### config.mk
export PLATFORM = sky130hd
export DESIGN_NAME = white_key_tracker
export DESIGN_NICKNAME = d
export VERILOG_FILES = /design/src/rtl/white_key_tracker_pkg.sv /design/src/rtl/key_event_hold.sv /design/src/rtl/white_key_tracker.sv
export SDC_FILE = /design/constraint.sdc
export NUM_CORES = 1
export LEC_CHECK = 0
export CORE_MARGIN = 2
export CORE_UTILIZATION = 52
export DETAILED_ROUTE_END_ITERATION = 6
export GPL_TIMING_DRIVEN = 0
export HOLD_SLACK_MARGIN = 0.02
export PLACE_DENSITY = 0.79
export SETUP_SLACK_MARGIN = 0.02
export SLEW_MARGIN = 0
export SYNTH_ARGS = -nofsm -noshare
export SYNTH_HDL_FRONTEND = slang
export SYNTH_HIERARCHICAL = 1
export SYNTH_SLANG_ARGS = --single-unit
### constraint.sdc
create_clock -name clk -period 2.75 [get_ports clk]
set_input_delay 0.4125 -clock clk [delete_from_list [all_inputs] [get_ports clk]]
set_output_delay 0.4125 -clock clk [all_outputs]
set_load 0.02 [all_outputs]
### src/rtl/white_key_tracker_pkg.sv
// Shared display constants for the white-key overlay: default keyboard geometry
// and the per-line tracker state encoding.
package white_key_tracker_pkg;

   localparam int WHITE_X_OFF_DEF = 11;
   localparam int KEY_PITCH_DEF   = 24;
   localparam int NUM_KEYS_DEF    = 15;
   localparam int X_W             = 12;
   localparam int IDX_W           = 4;

   typedef enum logic [1:0] {
      ST_WAIT = 2'd0,
      ST_PRE  = 2'd1,
      ST_KEY  = 2'd2,
      ST_DONE = 2'd3
   } trk_state_t;

endpackage

### src/rtl/key_event_hold.sv
// One-deep key event holding register plus pressed bitmap; events land on the bitmap only at line_start.
// note_ready is low while an event is held; a coincident line_start and event on an empty register captures it.
module key_event_hold
   import white_key_tracker_pkg::*;
#(
   parameter int NUM_KEYS = NUM_KEYS_DEF
) (
   input  logic               clk,
   input  logic               reset_n,
   input  logic               line_start,
   input  logic               note_valid,
   output logic               note_ready,
   input  logic [IDX_W-1:0]   note_idx,
   input  logic               note_on,
   output logic [NUM_KEYS-1:0] bitmap
);

   logic                hold_vld_q, hold_vld_d;
   logic [IDX_W-1:0]    hold_idx_q, hold_idx_d;
   logic                hold_on_q, hold_on_d;
   logic [NUM_KEYS-1:0] bitmap_q, bitmap_d;
   logic                accept;

   assign note_ready = ~hold_vld_q;
   assign accept     = note_valid & ~hold_vld_q;
   assign bitmap     = bitmap_q;

   always_comb begin
      hold_vld_d = hold_vld_q;
      hold_idx_d = hold_idx_q;
      hold_on_d  = hold_on_q;
      bitmap_d   = bitmap_q;
      if (line_start && hold_vld_q) begin
         // Out-of-range indices match no bit and are silently dropped here.
         for (int i = 0; i < NUM_KEYS; i++) begin
            if (hold_idx_q == IDX_W'(i)) begin
               bitmap_d[i] = hold_on_q;
            end
         end
         hold_vld_d = 1'b0;
      end
      if (accept) begin
         hold_vld_d = 1'b1;
         hold_idx_d = note_idx;
         hold_on_d  = note_on;
      end
   end

   always_ff @(posedge clk or negedge reset_n) begin
      if (!reset_n) begin
         hold_vld_q <= 1'b0;
         hold_idx_q <= '0;
         hold_on_q  <= 1'b0;
         bitmap_q   <= '0;
      end else begin
         hold_vld_q <= hold_vld_d;
         hold_idx_q <= hold_idx_d;
         hold_on_q  <= hold_on_d;
         bitmap_q   <= bitmap_d;
      end
   end

endmodule

### src/rtl/white_key_tracker.sv
// Classifies each pixel X into a white key (index, shared-edge flag, pressed state); outputs registered, latency 1.
// Key events are accepted through a one-deep valid/ready holding register and applied at line_start.
module white_key_tracker
   import white_key_tracker_pkg::*;
#(
   parameter int WHITE_X_OFF = WHITE_X_OFF_DEF,
   parameter int KEY_PITCH   = KEY_PITCH_DEF,
   parameter int NUM_KEYS    = NUM_KEYS_DEF
) (
   input  logic             clk,
   input  logic             reset_n,
   input  logic [X_W-1:0]   CounterX,
   input  logic             pixel_en,
   input  logic             line_start,
   input  logic             note_valid,
   output logic             note_ready,
   input  logic [IDX_W-1:0] note_idx,
   input  logic             note_on,
   output logic             key_valid,
   output logic [IDX_W-1:0] key_idx,
   output logic             key_edge,
   output logic             key_pressed
);

   localparam logic [X_W-1:0]   X_OFF   = X_W'(WHITE_X_OFF);
   localparam logic [X_W-1:0]   HI0     = X_W'(WHITE_X_OFF + KEY_PITCH);
   localparam logic [X_W-1:0]   PITCH   = X_W'(KEY_PITCH);
   localparam logic [IDX_W-1:0] IDX_LST = IDX_W'(NUM_KEYS - 1);

   trk_state_t          state_q, state_d;
   logic [IDX_W-1:0]    idx_q, idx_d;
   logic [X_W-1:0]      hi_q, hi_d;
   logic                key_valid_q, key_valid_d;
   logic [IDX_W-1:0]    key_idx_q, key_idx_d;
   logic                key_edge_q, key_edge_d;
   logic                key_pressed_q, key_pressed_d;
   logic                cls_vld;
   logic [IDX_W-1:0]    cls_idx;
   logic [X_W-1:0]      cls_hi;
   logic [NUM_KEYS-1:0] bitmap;

   key_event_hold #(.NUM_KEYS(NUM_KEYS)) u_hold (
      .clk        (clk),
      .reset_n    (reset_n),
      .line_start (line_start),
      .note_valid (note_valid),
      .note_ready (note_ready),
      .note_idx   (note_idx),
      .note_on    (note_on),
      .bitmap     (bitmap)
   );

   always_comb begin
      state_d       = state_q;
      idx_d         = idx_q;
      hi_d          = hi_q;
      key_valid_d   = key_valid_q;
      key_idx_d     = key_idx_q;
      key_edge_d    = key_edge_q;
      key_pressed_d = key_pressed_q;
      cls_vld       = 1'b0;
      cls_idx       = idx_q;
      cls_hi        = hi_q;
      if (line_start) begin
         state_d = ST_PRE;
         idx_d   = '0;
         hi_d    = HI0;
      end else if (pixel_en) begin
         case (state_q)
            ST_PRE: begin
               if (CounterX >= X_OFF) begin
                  state_d = ST_KEY;
                  cls_vld = 1'b1;
               end
            end
            ST_KEY: begin
               // Step to the next key once X passes the accumulated upper bound.
               if (CounterX > hi_q) begin
                  if (idx_q == IDX_LST) begin
                     state_d = ST_DONE;
                  end else begin
                     idx_d   = idx_q + 1'b1;
                     hi_d    = hi_q + PITCH;
                     cls_vld = 1'b1;
                     cls_idx = idx_d;
                     cls_hi  = hi_d;
                  end
               end else begin
                  cls_vld = 1'b1;
               end
            end
            default: ;
         endcase
         key_valid_d   = cls_vld;
         key_idx_d     = cls_vld ? cls_idx : '0;
         key_edge_d    = cls_vld && (CounterX == cls_hi) && (cls_idx != IDX_LST);
         key_pressed_d = cls_vld && bitmap[cls_idx];
      end
   end

   always_ff @(posedge clk or negedge reset_n) begin
      if (!reset_n) begin
         state_q       <= ST_WAIT;
         idx_q         <= '0;
         hi_q          <= HI0;
         key_valid_q   <= 1'b0;
         key_idx_q     <= '0;
         key_edge_q    <= 1'b0;
         key_pressed_q <= 1'b0;
      end else begin
         state_q       <= state_d;
         idx_q         <= idx_d;
         hi_q          <= hi_d;
         key_valid_q   <= key_valid_d;
         key_idx_q     <= key_idx_d;
         key_edge_q    <= key_edge_d;
         key_pressed_q <= key_pressed_d;
      end
   end

   assign key_valid   = key_valid_q;
   assign key_idx     = key_idx_q;
   assign key_edge    = key_edge_q;
   assign key_pressed = key_pressed_q;

endmodule

==> metrics.cfg <==
[floorplan]
ios=30
start_util_pct=54.53
floorplan.core_area_mm2=0.005608
fp.dieW_um=80.69
rows=27
chipHeight_um=80.69
dieArea_mm2=0.006510

[clocking]
path_clk_slew_ps=90
clock_sinks=44
cts_buffers=5
cts_tree=built
clock_latency_ps=310
cts-hold-fix-buffers=0
cts_max_level=2
clockBufferDepth=2
ctsRootBufferMaster=clkbuf_8

[grt]
antenna_found_initial=0
grtUsageTotal_pct=26.11
first_global_vias=2642
grt.overflow.total=0
grt_max_degree=30
grt_first_pass_wirelength_mm=12.96

[sta]
finClkSkew_ps=3.783
rsz0062_at_grt=yes
drv_slew=0
fin_crit_ps=2977
setup_viol_count_final=3
clock.fmax_mhz=335.9
slew_headroom_pct=61.36
hold_viol=0
whs_ps=21.79
setup_slack_ps=-227.4
post-route-period-util_pct=108.3
tightest_slew_ps=579.6

[synthesis]
ys_seq_elements=44
yosys.cell_types.count=62
synthXorXnorAreaFrac_pct=4.869
synth-edff-count=0
async_flop_share_pct=100.0
ys.flop_type=dfrtp_1
synth_adder_area_share_pct=6.547
synth_mux_area_share_pct=10.47
synth_top_family_by_area=simple AND/OR/NAND/NOR gates
synth_area_mm2=0.003058
synth_seq_area_share_pct=36.09
synthSimpleGateAreaFrac_pct=21.60
synth_compound_area_share_pct=15.88
syn_inst=329
synth.net_count=367
synth_warnings=6
syn_area_per_cell_um2=9.295

[routing]
drc_errors=0
drt_wl_total_mm=7.805
drt-initial-drc-count=189
drtAntennaViolNets=0
vias=2706
dr.pass1.iters=5
wl_per_cell_um=17.27
post_drt_via_cell_ratio=5.987

[critical_path]
worstPathArrival_ps=3160
cp_cell_sequence=inv_4, ha_4, nand4_1, nor4_4, and2b_2, o311a_4, a21oi_4, mux4_2, a32oi_1, o211ai_1
max_stage_delay_ps=570
end_kind=flop
required_ps=2930
cp_max_fo=4
critPathSlowestCell=dfstp_2
critPathKind=flop to flop
critPathLaunchType=flop

[layout]
synthToLayoutAreaGrowth_pct=24.14
mostFrequentLayoutCells=41 x dfrtp_1, 38 x nor2_1, 22 x inv_1
stdcell_area_mm2=0.003796
seq_area_mm2=0.001105
nNetsFinal=417
multi_input_comb_area_mm2=0.001944
fin_util_pct=67.69
fillers=456
drive_gt1_share_pct=21.32
final_cells=452
insertedDiodeCount=0
layout_commonest_cell=dfrtp_1

[power]
powerDensity_mw_per_mm2=509.2
irDropWorstVdd_uv=381.2
power.leakage_uw=0.001560

[placed_design]
placedCellCount=430
dp_slack_ps=-803.7
placed_area_mm2=0.003466
place_hpwl_mm=5.529
portBuffers=28
place_congestion=0.9067

[outcome]
violations=negative setup slack
status=finished with violations

[worst_hold_path]
min_path_type=input pin to asynchronous set/reset pin

[run]
maxCapViolations=0

power breakdown:
part / internal (µW) / total, µW / switching, µW
clock network: 274 / 530 / 256
logic: 253 / 497 / 244
registers: 781 / 906 / 125
synth_stat cells, drive strengths merged, types with 2 or more instances:
cell type	number	share of area, %
and3	2	0.41
ha	16	6.5
o21a	4	1.2
nand2	21	2.7
or3	5	1.2
or2	3	0.61
nor3	9	1.6
nor2	38	4.7
o211ai	4	0.98
inv	23	2.8
nand4b	3	0.86
xor2	4	1.1
dfrtp	42	34
dfstp	2	1.7
nand3	13	2.1
buf	6	1.2
o311ai	2	0.57
o21ai	15	2.5
a311o	2	0.65
o311a	3	1.1
nand3b	2	0.49
a21oi	16	3.0
mux2	22	8.1
a32oi	2	0.57
nor2b	2	0.41
a211oi	8	2.4
mux2i	5	1.6
nor4	8	1.8
nand4	7	1.4
clkbuf	4	0.49
xnor2	13	3.7
nand2b	6	1.2
and2	3	0.70
state kept, by name, indices dropped and copies added, names as in the netlist:
register and count:
hi_q 10, idx_q 4, key_edge 1, key_idx 4, key_pressed 1, key_valid 1
state_q 2, u_hold/bitmap 15, u_hold/hold_idx_q 4, u_hold/hold_on_q 1, u_hold/hold_vld_q 1
critical path: cells and delay by family, from the launching register on:
family	cells	cell delay, ps
compound gates	4	610
fa+ha+maj	1	260
mux	1	530
flops	1	570
buf+inv	1	50
simple gates	3	840
kinds of logic (layout without fill, tap and decap cells):
family          count (synthesis)  in the layout
simple gates                  126            126
compound gates                 65             65
flops                          44             44
buf+inv                        33             84
mux                            28             28
xor+xnor                       17             17
fa+ha+maj                      16             16
path summary, 6_finish.rpt:
| kind | startpoint | endpoint | slack [ps] | depth (start not counted) |
|---|---|---|---|---|
| max in group asynchronous | reset_n | hi_q[5] | 2170 | 2 |
| worst min register to register | key_idx[3] | key_idx[3] | 490 | 2 |
| worst max register to register | hi_q[5] | key_pressed | -230 | 10 |
| min in group clk | key_idx[3] | key_idx[3] | 490 | 2 |
| worst min-delay path | reset_n | key_edge | 20 | 1 |
| worst max-delay path | hi_q[5] | key_pressed | -230 | 10 |
per-layer routing:
metal	GRT usage (%)	vias to the layer above	share of wire, %
met1	35.97	1313	47
met2	42.67	83	47
met4	7.966	0	1.9
li1	-	1295	-
met5	0	-	0
met3	3.483	15	3.8
area by class of cell:
cell class	instances	share of cell area (%)
tap	72	2.373
inverter	23	2.340
multi-input combinational	252	51.22
clock inverter	3	1.220
sequential	44	29.10
timing repair buffer	43	10.48
clock buffer	5	1.813
buffer	10	1.450
metrics by stage:
step	power, µW	TNS, ps
finish	1933	-383.5
global route	2045	-1206
CTS	1925	-242.3
detailed placement	1387	-6890
global placement	1360	-6291
floorplan	1204	-46.81
repair_timing:
action | in CTS | in global routing
setup buffers | 10 | 4
pin swaps | 11 | 2
resized for setup | 21 | 8
setup endpoints to repair | 12 | 9
(Power assumes the default switching activity.)
